$ cat config.mk
export PLATFORM = sky130hd
export DESIGN_NAME = dzcpu_useq_flat
export DESIGN_NICKNAME = d
export VERILOG_FILES = /design/src/rtl/dzcpu_useq_if.sv /design/src/rtl/dzcpu_useq.sv /design/src/flat_wrapper.sv
export SDC_FILE = /design/constraint.sdc
export NUM_CORES = 1
export LEC_CHECK = 0
export ABC_AREA = 1
export CAP_MARGIN = 10
export CELL_PAD_IN_SITES_DETAIL_PLACEMENT = 1
export CELL_PAD_IN_SITES_GLOBAL_PLACEMENT = 2
export CORE_MARGIN = 8
export CORE_UTILIZATION = 26
export CTS_CLUSTER_SIZE = 40
export DETAILED_ROUTE_END_ITERATION = 12
export GPL_ROUTABILITY_DRIVEN = 0
export PLACE_DENSITY = 0.95
export SLEW_MARGIN = 20
export SYNTH_ARGS = -nofsm -noshare
export SYNTH_HDL_FRONTEND = slang
export SYNTH_SLANG_ARGS = --single-unit
$ cat constraint.sdc
create_clock -name iClock -period 3.8 [get_ports iClock]
set_input_delay 0.38 -clock iClock [delete_from_list [all_inputs] [get_ports iClock]]
set_output_delay 0.38 -clock iClock [all_outputs]
set_load 0.02 [all_outputs]
$ cat src/rtl/dzcpu_useq_if.sv
// dzcpu_useq_if: bus between the micro-sequencer and fetch/LUT/ROM/datapath.
// The master modport is the sequencer side (drives o*, samples i*).
// The slave modport is the environment side (memory, LUTs, ROM, flags).
interface dzcpu_useq_if #(
    parameter int ADDR_W = 8,
    parameter int CNT_W  = 16
);
    logic [7:0]        iMop;
    logic              iMopValid;
    logic              iStall;
    logic [ADDR_W-1:0] iLutIdx;
    logic [ADDR_W-1:0] iCbLutIdx;
    logic [3:0]        iFlow;
    logic              iJcb;
    logic              iZ;
    logic [7:0]        oMop;
    logic [ADDR_W-1:0] oUopAddr;
    logic              oUopValid;
    logic              oFetchReq;
    logic              oIncPc;
    logic              oFlagsUpdate;
    logic              oEof;
    logic [CNT_W-1:0]  oInstrCount;
    logic              oFlowError;

    modport master (
        input  iMop, iMopValid, iStall, iLutIdx, iCbLutIdx, iFlow, iJcb, iZ,
        output oMop, oUopAddr, oUopValid, oFetchReq, oIncPc, oFlagsUpdate,
               oEof, oInstrCount, oFlowError
    );

    modport slave (
        output iMop, iMopValid, iStall, iLutIdx, iCbLutIdx, iFlow, iJcb, iZ,
        input  oMop, oUopAddr, oUopValid, oFetchReq, oIncPc, oFlagsUpdate,
               oEof, oInstrCount, oFlowError
    );
endinterface

$ cat src/rtl/dzcpu_useq.sv
// dzcpu_useq: micro-sequencer latching macro-opcodes and stepping the micro-op ROM.
// Ports: iClock/iReset (sync, active-high) plus bus (dzcpu_useq_if.master):
//   inputs  iMop/iMopValid fetch byte, iStall wait, iLutIdx/iCbLutIdx flow
//           indices, iFlow/iJcb current micro-op fields, iZ flag
//   outputs oMop latched opcode, oUopAddr micro-PC, oUopValid, oFetchReq,
//           oIncPc, oFlagsUpdate, oEof, oInstrCount, sticky oFlowError
module dzcpu_useq #(
    parameter int ADDR_W       = 8,
    parameter int MAX_FLOW_LEN = 32,
    parameter int CNT_W        = 16
) (
    input logic            iClock,
    input logic            iReset,
    dzcpu_useq_if.master   bus
);
    // One spare bit so the flow length can sit at the limit after a CB jump.
    localparam int LEN_W = $clog2(MAX_FLOW_LEN) + 1;

    typedef enum logic [2:0] {IDLE, FETCH, DECODE, EXEC, CBDECODE} state_t;

    state_t           state;
    logic [LEN_W-1:0] flow_len;
    logic             inc_code, fu_code, eof_code, run, limit, retire;

    always_comb begin
        inc_code = bus.iFlow inside {4'd1, 4'd3, 4'd5, 4'd6, 4'd7};
        fu_code  = bus.iFlow inside {4'd4, 4'd5, 4'd8};
        eof_code = (bus.iFlow inside {[4'd2:4'd5]}) ||
                   (bus.iFlow == 4'd6 && bus.iZ) ||
                   (bus.iFlow == 4'd7 && !bus.iZ);
        // A CB jump without its operand byte behaves like a stall.
        run      = !iReset && state == EXEC && !bus.iStall && (!bus.iJcb || bus.iMopValid);
        limit    = flow_len >= LEN_W'(MAX_FLOW_LEN - 1);
        retire   = run && !bus.iJcb && (eof_code || limit);
    end

    assign bus.oUopValid    = run;
    assign bus.oIncPc       = run && inc_code;
    assign bus.oFlagsUpdate = run && !bus.iJcb && fu_code;
    assign bus.oEof         = retire;
    assign bus.oFetchReq    = !iReset && state == FETCH;

    always_ff @(posedge iClock) begin
        if (iReset) begin
            state           <= IDLE;
            bus.oMop        <= '0;
            bus.oUopAddr    <= '0;
            flow_len        <= '0;
            bus.oInstrCount <= '0;
            bus.oFlowError  <= 1'b0;
        end else begin
            case (state)
                IDLE: state <= FETCH;
                FETCH: if (bus.iMopValid) begin
                    bus.oMop <= bus.iMop;
                    flow_len <= '0;
                    state    <= DECODE;
                end
                DECODE: begin
                    bus.oUopAddr <= bus.iLutIdx;
                    state        <= EXEC;
                end
                CBDECODE: begin
                    bus.oUopAddr <= bus.iCbLutIdx;
                    state        <= EXEC;
                end
                EXEC: if (run) begin
                    if (bus.iJcb) begin
                        bus.oMop <= bus.iMop;
                        flow_len <= flow_len + LEN_W'(!limit);
                        state    <= CBDECODE;
                    end else if (retire) begin
                        bus.oInstrCount <= bus.oInstrCount + CNT_W'(1);
                        // Retiring without an end-of-flow code means the watchdog fired.
                        if (!eof_code) bus.oFlowError <= 1'b1;
                        state <= FETCH;
                    end else begin
                        bus.oUopAddr <= bus.oUopAddr + ADDR_W'(1);
                        flow_len     <= flow_len + LEN_W'(1);
                    end
                end
                default: state <= IDLE;
            endcase
        end
    end
endmodule

$ cat src/flat_wrapper.sv
// flat-port wrapper written by rule: the top's interface ports become plain ports
module dzcpu_useq_flat 
#(
    parameter int ADDR_W       = 8,
    parameter int MAX_FLOW_LEN = 32,
    parameter int CNT_W        = 16
)
  (iClock, iReset, bus_iMop, bus_iMopValid, bus_iStall, bus_iLutIdx, bus_iCbLutIdx, bus_iFlow, bus_iJcb, bus_iZ, bus_oMop, bus_oUopAddr, bus_oUopValid, bus_oFetchReq, bus_oIncPc, bus_oFlagsUpdate, bus_oEof, bus_oInstrCount, bus_oFlowError);
  dzcpu_useq_if #(.ADDR_W(ADDR_W), .CNT_W(CNT_W)) bus_i ();
  input logic iClock;
  input logic iReset;
  input wire logic [$bits(bus_i.iMop)-1:0] bus_iMop;
  input wire logic [$bits(bus_i.iMopValid)-1:0] bus_iMopValid;
  input wire logic [$bits(bus_i.iStall)-1:0] bus_iStall;
  input wire logic [$bits(bus_i.iLutIdx)-1:0] bus_iLutIdx;
  input wire logic [$bits(bus_i.iCbLutIdx)-1:0] bus_iCbLutIdx;
  input wire logic [$bits(bus_i.iFlow)-1:0] bus_iFlow;
  input wire logic [$bits(bus_i.iJcb)-1:0] bus_iJcb;
  input wire logic [$bits(bus_i.iZ)-1:0] bus_iZ;
  output wire logic [$bits(bus_i.oMop)-1:0] bus_oMop;
  output wire logic [$bits(bus_i.oUopAddr)-1:0] bus_oUopAddr;
  output wire logic [$bits(bus_i.oUopValid)-1:0] bus_oUopValid;
  output wire logic [$bits(bus_i.oFetchReq)-1:0] bus_oFetchReq;
  output wire logic [$bits(bus_i.oIncPc)-1:0] bus_oIncPc;
  output wire logic [$bits(bus_i.oFlagsUpdate)-1:0] bus_oFlagsUpdate;
  output wire logic [$bits(bus_i.oEof)-1:0] bus_oEof;
  output wire logic [$bits(bus_i.oInstrCount)-1:0] bus_oInstrCount;
  output wire logic [$bits(bus_i.oFlowError)-1:0] bus_oFlowError;
  assign bus_i.iMop = bus_iMop;
  assign bus_i.iMopValid = bus_iMopValid;
  assign bus_i.iStall = bus_iStall;
  assign bus_i.iLutIdx = bus_iLutIdx;
  assign bus_i.iCbLutIdx = bus_iCbLutIdx;
  assign bus_i.iFlow = bus_iFlow;
  assign bus_i.iJcb = bus_iJcb;
  assign bus_i.iZ = bus_iZ;
  assign bus_oMop = bus_i.oMop;
  assign bus_oUopAddr = bus_i.oUopAddr;
  assign bus_oUopValid = bus_i.oUopValid;
  assign bus_oFetchReq = bus_i.oFetchReq;
  assign bus_oIncPc = bus_i.oIncPc;
  assign bus_oFlagsUpdate = bus_i.oFlagsUpdate;
  assign bus_oEof = bus_i.oEof;
  assign bus_oInstrCount = bus_i.oInstrCount;
  assign bus_oFlowError = bus_i.oFlowError;
  dzcpu_useq #(.ADDR_W(ADDR_W), .MAX_FLOW_LEN(MAX_FLOW_LEN), .CNT_W(CNT_W)) u_core (.iClock(iClock), .iReset(iReset), .bus(bus_i));
endmodule
==> flow_metrics.env, run 1 <==
export IMPL_status="completed"
export IMPL_syn_nets=434
export IMPL_fin_crit_ns=2.72
export IMPL_min_path_type="reg -> reg"
export IMPL_antenna_found_initial=0
export IMPL_maxCapViolCount=0
export IMPL_fin_setup_tns_ns=0
export IMPL_dominantRegCellSynth="dfxtp_1"
export IMPL_wl_per_cell_um=13.6
export IMPL_diodes=0
export IMPL_dr_max_layer_used="met4"
export IMPL_dieHeight_um=113
export IMPL_dp_cells=589
export IMPL_crit_required_ns=3.42
export IMPL_cts_buffers=5
export IMPL_io_buffer_count=71
export IMPL_wl_met3_um=482
export IMPL_avgViaCountPerCell=4.62
export IMPL_n_fill_cell=1208
export IMPL_crit_type="in -> out"
export IMPL_hold_buffers=0
export IMPL_ys_seq_elements=42
export IMPL_rows=35
export IMPL_avgSynthCellArea_um2=6.24
export IMPL_multiInputGateArea_mm2=0.00144
export IMPL_synth_common_cells="118 x nand2_1, 64 x nor2_1, 42 x dfxtp_1"
export IMPL_yosysTopAreaCellShare=0.340
export IMPL_synth_area_mm2=0.00247
export IMPL_initial_core_util=0.267
export IMPL_vias=2760
export IMPL_ys_seq_area_frac=0.340
export IMPL_core_mm2=0.00924
export IMPL_cts_setup_buffers=0
export IMPL_ctsResizeCount=0
export IMPL_rsz0062_at_grt="no"
export IMPL_ir_worst_vdd_mv=0.163
export IMPL_drtAntennaViolNets=0
export IMPL_worst_ep_arrival_time_ns=2.34
export IMPL_yosysMostFrequentCell="nand2_1"
export IMPL_synth_edf_count=0
export IMPL_synth_area_leaders="dfxtp_1 34%, nand2_1 18%, nor2_1 9.7%, nand3_1 6.9%, a21oi_1 6.1%"
export IMPL_clockRootBuffer="clkbuf_8"
export IMPL_cts_tree="built"
export IMPL_htree_levels=2
export IMPL_crit_slowest_cell="clkdlybuf4s50_1"
export IMPL_num_nets_final=505
export IMPL_worstSkewPairLatency_ns=0.30
export IMPL_syn_to_final_growth_pct=37.8
export IMPL_synth_distinct_cells=29
export IMPL_power_density_mw_per_mm2=324
export IMPL_worstPathCellList="clkdlybuf4s50_1 -> inv_1 -> o21ai_2 -> nor2_1 -> inv_1 -> a211oi_1 -> clkdlybuf4s50_1"
export IMPL_startpoint_type="input port"
export IMPL_setup_violations=0
export IMPL_max_freq_ghz=0.367
export IMPL_wl_met1_um=3500
export IMPL_drtPass1Iterations=4
export IMPL_cts_sinks=42
export IMPL_first_global_vias=2862
export IMPL_place_hpwl_um=6220
export IMPL_dieWidth_um=113
export IMPL_grt_usage=0.127
export IMPL_die_area_mm2=0.0129
export IMPL_seq_area_um2=841
export IMPL_fin_hold_ws_ns=0.465
export IMPL_drt_iter0_markers=107
export IMPL_overflow=0
export IMPL_yosysWarnings=0
export IMPL_synth_top_area_cell="dfxtp_1"
export IMPL_maxSlewViolCount=0
export IMPL_post_route_period_util=0.717
export IMPL_async_flop_share=0
export IMPL_synthCells=396
export IMPL_grt_max_degree=36
export IMPL_io_pins=72
export IMPL_drc_errors=0
export IMPL_cp_slowest_stage_delay_ns=0.67
export IMPL_cp_end_kind="primary output"
export IMPL_fin_skew_ns=0.0168
export IMPL_worst_pin_slew_ns=0.655
export IMPL_critPathMaxFanout=6
export IMPL_ctsLongestPathBuffers=2
export IMPL_leakagePower_nw=1.30
export IMPL_totalWireLength_um=8150
export IMPL_grt_pass1_wl_um=13600
export IMPL_drive_gt1_frac=0.0534
export IMPL_relSlewSlack=0.563
export IMPL_fin_cells=597
export IMPL_clkTransAtPathRegs_ns=0.10
export IMPL_wl_met2_um=4060
export IMPL_finalHoldViolCount=0
[cells in the final DEF (no fill, tap or decap)]
cell | Yosys | routed
a211oi_1 | 1 | 1
a21oi_1 | 30 | 30
buf_4 | 0 | 2
clkbuf_8 | 0 | 5
clkdlybuf4s50_1 | 0 | 71
dfxtp_1 | 42 | 42
ha_1 | 4 | 4
inv_1 | 36 | 36
inv_2 | 3 | 3
inv_6 | 0 | 3
nand2_1 | 118 | 118
nand2_2 | 3 | 3
nand3_1 | 34 | 34
nand3_2 | 1 | 1
nand3b_1 | 3 | 3
nand4_1 | 2 | 2
nor2_1 | 64 | 64
nor2_2 | 3 | 3
nor2_4 | 2 | 2
nor3_1 | 6 | 6
nor3_2 | 1 | 1
nor3b_1 | 1 | 1
nor4_1 | 1 | 1
o21ai_0 | 15 | 15
o21ai_2 | 1 | 1
o21bai_1 | 2 | 2
o22ai_1 | 1 | 1
or2_2 | 1 | 1
xnor2_1 | 5 | 5
xor2_1 | 7 | 7
[power breakdown]
group	internal [mW]	total, mW	switching (mW)
sequential	0.469	0.496	0.0271
combinational	0.126	0.287	0.162
clock	0.137	0.320	0.184
[final cells by class]
cell class | count | share of cell area
multi-input combinational | 306 | 0.422
sequential | 42 | 0.247
timing repair buffer | 73 | 0.213
tap | 129 | 0.0474
inverter | 39 | 0.0430
clock buffer | 5 | 0.0202
clock inverter | 3 | 0.00771
[flip-flops by register name, indices dropped and copies added (netlist names)]
register,flops
u_core.state,3
u_core.flow_len,6
u_core.bus.oUopAddr,8
u_core.bus.oInstrCount,16
u_core.bus.oMop,8
u_core.bus.oFlowError,1
[metal layers]
layer  up-vias  GRT usage
li1       1396          -
met1      1308      0.139
met2        49      0.230
met3         7     0.0380
met4         0     0.0391
met5         -          0
[worst max-delay path, delay by kind of cell]
| kind | cells | cell delay (ns) |
|---|---|---|
| compound gates | 2 | 0.32 |
| simple gates | 1 | 0.19 |
| buf+inv | 4 | 1.46 |
[per-stage QoR]
| stage | setup slack [ns] | util | total power [mW] | cell area, µm² |
|---|---|---|---|---|
| 3_5_place_dp | 1.10 | 0.358 | 0.798 | 3310 |
| 2_1_floorplan | 1.58 | - | 0.665 | 2470 |
| 4_1_cts | 1.07 | 0.369 | 1.12 | 3410 |
| 6_report | 1.08 | 0.369 | 1.10 | 3410 |
| 3_3_place_gp | 1.20 | 0.358 | 0.787 | 3310 |
| 5_1_grt | 0.907 | 0.369 | 1.17 | 3410 |
[cells by family (layout without fill, tap and decap cells)]
group,after synthesis,count (layout),synth area share
buf+inv,48,120,0.0785
flops,42,42,0.340
simple gates,240,240,0.412
xor+xnor,12,12,0.0425
fa+ha+maj,4,4,0.0203
compound gates,50,50,0.106
[final timing paths]
kind                                      startpoint                                 end  slack (ns)  depth (start not counted)
setup / recovery                            bus_iJcb                          bus_oIncPc        1.08                          7
hold / removal    u_core.bus.oFlowError$_SDFFE_PP0P_  u_core.bus.oFlowError$_SDFFE_PP0P_        0.47                          2
setup reg to reg     u_core.flow_len[2]$_SDFFE_PP0P_     u_core.flow_len[4]$_SDFFE_PP0P_        1.91                         10
hold reg to reg   u_core.bus.oFlowError$_SDFFE_PP0P_  u_core.bus.oFlowError$_SDFFE_PP0P_        0.47                          2
Note: power is estimated with default switching activity, not from simulation.
==> run 2, diff against run 1 <==
- CORE_UTILIZATION: 26 -> 24
- PLACE_DENSITY: 0.95 -> 0.89
- clock period: 3.8 -> 2.6 ns (I/O delays scaled with it)
==> run 2 against run 1 <==
Critical path depth is the same. Worst setup slack lost 0.86 ns. Critical path type unchanged. Via count shrank 2.2%. Clock power grew 37%. Sequential share of layout area shrank 0.24 points. Largest power group unchanged. Count of clock-buffer cells in the layout is the same. Sequential power grew 47%.
==> flow_metrics.env, run 2 (synthesis gave the netlist of run 1 again) <==
export IMPL_overflow=0
export IMPL_critPathMaxFanout=3
export IMPL_regToRegEndpoint="u_core.flow_len[4]$_SDFFE_PP0P_"
export IMPL_die_area_mm2=0.0138
export IMPL_power_density_mw_per_mm2=460
export IMPL_r2r_start="u_core.flow_len[4]$_SDFFE_PP0P_"
export IMPL_clockRootBuffer="clkbuf_8"
export IMPL_avgViaCountPerCell=4.44
export IMPL_setup_violations=0
export IMPL_post_route_period_util=0.916
export IMPL_diodes=0
export IMPL_worst_pin_slew_ns=0.635
export IMPL_grt_pass1_wl_um=13300
export IMPL_grt_usage=0.114
export IMPL_worstSkewPairLatency_ns=0.30
export IMPL_crit_type="in -> out"
export IMPL_reg2reg_slack_ns=0.77
export IMPL_largest_reg_flops=16
export IMPL_rows=37
export IMPL_vias=2700
export IMPL_worst_ep_arrival_time_ns=2.12
export IMPL_syn_to_final_growth_pct=39.2
export IMPL_maxCapViolCount=0
export IMPL_crit_end="bus_oIncPc"
export IMPL_final_common_cell="nand2_1"
export IMPL_cpMostUsedCell="clkdlybuf4s50_1"
export IMPL_antenna_found_initial=0
export IMPL_core_mm2=0.0101
export IMPL_drtAntennaViolNets=0
export IMPL_drtPass1Iterations=4
export IMPL_drive_gt1_frac=0.0614
export IMPL_startpoint_type="input port"
export IMPL_worstPathCellList="clkdlybuf4s50_1 -> nor2_2 -> o21ai_2 -> nor2_1 -> inv_1 -> a211oi_1 -> clkdlybuf4s50_1"
export IMPL_place_hpwl_um=6230
export IMPL_crit_required_ns=2.34
export IMPL_maxSlewViolCount=0
export IMPL_regMostFlops="u_core.bus.oInstrCount"
export IMPL_fin_setup_tns_ns=0
export IMPL_finalPower_mw=1.58
export IMPL_dieWidth_um=117
export IMPL_drt_iter0_markers=89
export IMPL_cts_sinks=42
export IMPL_n_fill_cell=1311
export IMPL_ir_worst_vdd_mv=0.188
export IMPL_io_pins=72
export IMPL_leakagePower_nw=1.31
export IMPL_ctsResizeCount=0
export IMPL_num_nets_final=509
export IMPL_cts_setup_buffers=0
export IMPL_max_freq_ghz=0.420
export IMPL_fin_skew_ns=0.0133
export IMPL_cp_end_kind="primary output"
export IMPL_reg_top3="u_core.bus.oInstrCount (16), u_core.bus.oMop (8), u_core.bus.oUopAddr (8)"
export IMPL_crit_slowest_cell="clkdlybuf4s50_1"
export IMPL_rsz0062_at_grt="no"
export IMPL_htree_levels=2
export IMPL_cts_buffers=5
export IMPL_io_buffer_count=71
export IMPL_clkTransAtPathRegs_ns=0.09
export IMPL_initial_core_util=0.244
export IMPL_finalHoldViolCount=0
export IMPL_totalWireLength_um=7970
export IMPL_wl_per_cell_um=13.1
export IMPL_dieHeight_um=117
export IMPL_status="completed"
export IMPL_ctsLongestPathBuffers=2
export IMPL_cts_tree="built"
export IMPL_drc_errors=0
export IMPL_fin_crit_ns=2.38
export IMPL_first_global_vias=2763
export IMPL_reg2regPathDepth=10
export IMPL_final_cell_mix="118 x nand2_1, 71 x clkdlybuf4s50_1, 64 x nor2_1, 42 x dfxtp_1, 36 x inv_1"
export IMPL_hold_start="u_core.bus.oFlowError$_SDFFE_PP0P_"
export IMPL_timing_critical_path_from="iReset"
export IMPL_min_path_type="reg -> reg"
export IMPL_hold_buffers=0
export IMPL_grt_max_degree=25
export IMPL_cp_slowest_stage_delay_ns=0.66
export IMPL_relSlewSlack=0.576
[run 2: cell count changes in the layout (fill, tap and decap cells not counted), sizes merged]
cell	before	now
clkinvlp	0	1
clkinv	0	2
inv	42	39
buf	2	6
[run 2: area by class of cell]
type                       instances  area [µm²]  share of cell area
clock buffer                       5        68.8              0.0200
sequential                        42         841               0.244
timing repair buffer              77         756               0.220
inverter                          39         146              0.0426
multi-input combinational        306        1440               0.418
tap                              136         170              0.0495
clock inverter                     3        21.3             0.00618
[run 2: worst max-delay path, delay by kind of cell]
kind	cells	cell delay (ns)
buf+inv	3	1.27
simple gates	2	0.31
compound gates	2	0.29
[run 2: stage by stage]
step | worst slack [ns] | std cells | hold slack [ns] | utilization | area [µm²]
6_report | 0.217 | 608 | 0.463 | 0.339 | 3440
4_1_cts | 0.189 | 608 | 0.472 | 0.339 | 3440
5_1_grt | 0.121 | 608 | 0.492 | 0.339 | 3440
2_1_floorplan | 0.621 | 396 | 0.406 | - | 2470
3_5_place_dp | 0.231 | 600 | 0.454 | 0.330 | 3350
3_3_place_gp | 0.223 | 600 | 0.440 | 0.330 | 3350
[run 2: worst min path at each step]
| stage | to | slack [ns] | cells past startpoint |
|---|---|---|---|
| 5_1_grt | u_core.bus.oFlowError$_SDFFE_PP0P_ | 0.49 | 2 |
| 3_5_place_dp | u_core.bus.oFlowError$_SDFFE_PP0P_ | 0.45 | 2 |
| 4_1_cts | u_core.bus.oFlowError$_SDFFE_PP0P_ | 0.47 | 2 |
| 6_report | u_core.bus.oFlowError$_SDFFE_PP0P_ | 0.46 | 2 |
| 2_1_floorplan | u_core.state[2]$_SDFFE_PP0P_ | 0.41 | 2 |
| 3_3_place_gp | u_core.bus.oFlowError$_SDFFE_PP0P_ | 0.44 | 2 |
[run 2: power by group]
part	internal [mW]	total, mW	switching (mW)
Clock	0.189	0.437	0.248
Combinational	0.186	0.419	0.232
Sequential	0.686	0.727	0.0409
[run 2: metal layers]
metal / up-vias / wire length (µm) / GRT usage / part of all wire
met3: 2 / 407 / 0.0326 / 0.051
met2: 43 / 3690 / 0.197 / 0.46
met4: 0 / 65 / 0.0312 / 0.0082
met1: 1251 / 3810 / 0.133 / 0.48
met5: - / 0 / 0 / 0
li1: 1404 / - / - / -
==> run 3, diff against run 2 <==
- CORE_MARGIN: 8 -> 2
- SLEW_MARGIN: 20 -> default
==> run 3 against run 2 <==
First-iteration DRC count up 42%. Routed wire length is 2.6% lower. Total power increased by 12%. Non-clock buffer count decreased by 1. Clock power increased by 44%. Die area fell by 19%. Via count increased by 1.5%. Utilization up 0.42 points. Maximum frequency shrank 1.3%. Sequential power is essentially flat. Combinational power about the same. Critical path type is now reg -> out. Critical endpoint unchanged. Largest cell class unchanged. Largest power group unchanged. Highest routed layer unchanged.
==> flow_metrics.env, run 3 (synthesis gave the netlist of run 1 again) <==
export IMPL_io_buffer_count=71
export IMPL_seqPwrFrac=0.410
export IMPL_cts_buffers=5
export IMPL_clockRootBuffer="clkbuf_8"
export IMPL_die_area_mm2=0.0111
export IMPL_dieWidth_um=105
export IMPL_power_density_mw_per_mm2=510
export IMPL_switching_share=0.292
export IMPL_io_pins=72
export IMPL_first_global_vias=2874
export IMPL_ir_worst_vdd_mv=0.200
export IMPL_grt_max_degree=36
export IMPL_ctsLongestPathBuffers=2
export IMPL_regMostFlops="u_core.bus.oInstrCount"
export IMPL_num_nets_final=508
export IMPL_ctsResizeCount=0
export IMPL_worstSkewPairLatency_ns=0.29
export IMPL_maxCapViolCount=0
export IMPL_crit_type="reg -> out"
export IMPL_post_route_period_util=0.929
export IMPL_max_freq_ghz=0.414
export IMPL_cts_tree="built"
export IMPL_intPower_mw=1.26
export IMPL_worst_ep_arrival_time_ns=2.16
export IMPL_final_util=0.343
export IMPL_grt_usage=0.145
export IMPL_fin_setup_tns_ns=0
export IMPL_clkPwrFrac=0.354
export IMPL_setup_violations=0
export IMPL_min_path_type="reg -> reg"
export IMPL_pwr_share_comb=0.237
export IMPL_finalHoldViolCount=0
export IMPL_totalWireLength_um=7760
export IMPL_antenna_found_initial=0
export IMPL_reg_top3="u_core.bus.oInstrCount (16), u_core.bus.oMop (8), u_core.bus.oUopAddr (8)"
export IMPL_overflow=0
export IMPL_placed_area_mm2=0.00334
export IMPL_crit_required_ns=2.34
export IMPL_cts_setup_buffers=0
export IMPL_syn_to_final_growth_pct=40.9
export IMPL_min_path_cells=2
export IMPL_drive_gt1_frac=0.0594
export IMPL_rsz0062_at_grt="no"
export IMPL_critPathMaxFanout=8
export IMPL_drtAntennaViolNets=0
export IMPL_fin_skew_ns=0.00514
export IMPL_startpoint_type="flop"
export IMPL_drtPass1Iterations=4
export IMPL_core_mm2=0.0101
export IMPL_clkTransAtPathRegs_ns=0.09
export IMPL_final_cell_mix="118 x nand2_1, 70 x clkdlybuf4s50_1, 64 x nor2_1, 42 x dfxtp_1, 36 x inv_1"
export IMPL_initial_core_util=0.244
export IMPL_vias=2740
export IMPL_relSlewSlack=0.581
export IMPL_final_common_cell="nand2_1"
export IMPL_cp_end_kind="primary output"
export IMPL_cts_sinks=42
export IMPL_reg2regPathDepth=10
export IMPL_htree_levels=2
export IMPL_fin_crit_ns=2.42
export IMPL_rows=37
export IMPL_hold_buffers=0
export IMPL_largest_reg_flops=16
export IMPL_drt_iter0_markers=126
export IMPL_wl_per_cell_um=12.8
export IMPL_dieHeight_um=105
export IMPL_place_hpwl_um=6010
export IMPL_grt_pass1_wl_um=13300
export IMPL_status="completed"
export IMPL_diodes=0
export IMPL_worst_pin_slew_ns=0.628
export IMPL_avgViaCountPerCell=4.51
export IMPL_drc_errors=0
export IMPL_maxSlewViolCount=0
export IMPL_fin_area_mm2=0.00348
export IMPL_leakagePower_nw=1.35
export IMPL_power_switching_uw=518
## run 3: cell types whose count changed in the layout (fill, tap and decap cells not counted)
cell / change
clkinvlp_4: -1
buf_4: -1
dlymetal6s2s_1: +1
bufinv_16: +2
clkinv_2: -1
clkdlybuf4s50_1: -1
## run 3: worst paths after layout
kind	to	start	slack, ns
max	bus_oIncPc	u_core.state[2]$_SDFFE_PP0P_	0.18
min	u_core.bus.oFlowError$_SDFFE_PP0P_	u_core.bus.oFlowError$_SDFFE_PP0P_	0.47
max reg2reg	u_core.flow_len[4]$_SDFFE_PP0P_	u_core.flow_len[2]$_SDFFE_PP0P_	0.76
min reg2reg	u_core.bus.oFlowError$_SDFFE_PP0P_	u_core.bus.oFlowError$_SDFFE_PP0P_	0.47
## run 3: stage by stage
step	power, mW	instances	hold WS [ns]	worst slack (ns)
3_5_place_dp	1.17	599	0.470	0.166
3_3_place_gp	1.15	599	0.439	0.218
4_1_cts	1.80	607	0.486	0.131
6_report	1.77	607	0.471	0.185
2_1_floorplan	0.972	396	0.406	0.621
5_1_grt	1.88	607	0.512	0.0108
## run 3: worst max-delay path: stages (launching register included)
cell and delay (ns):
dfxtp_1 0.32, inv_1 0.11, nand3_2 0.20, nor2_1 0.24, inv_1 0.11, a211oi_1 0.23
clkdlybuf4s50_1 0.66
## run 3: layout make-up
| class | count | area (µm²) |
|---|---|---|
| tap | 136 | 170 |
| inverter | 39 | 146 |
| clock inverter | 3 | 68.8 |
| multi-input combinational | 306 | 1440 |
| fill | 1299 | 6660 |
| timing repair buffer | 76 | 751 |
| clock buffer | 5 | 68.8 |
| sequential | 42 | 841 |
## run 3: power by group through the flow
stage | logic, mW | registers [mW] | clock network [mW]
after global placement | 0.413 | 0.741 | 0
after floorplan | 0.194 | 0.778 | 0
after detailed placement | 0.425 | 0.743 | 0
after CTS | 0.427 | 0.729 | 0.647
after global routing | 0.469 | 0.736 | 0.674
final | 0.420 | 0.727 | 0.628
## run 3: per-layer routing
layer | routed length [µm] | vias to the layer above | share of wire | GRT usage
li1 | - | 1405 | - | -
met1 | 3590 | 1271 | 0.46 | 0.178
met2 | 3650 | 54 | 0.47 | 0.244
met3 | 388 | 10 | 0.050 | 0.0340
met4 | 138 | 0 | 0.018 | 0.0562
met5 | 0 | - | 0 | 0
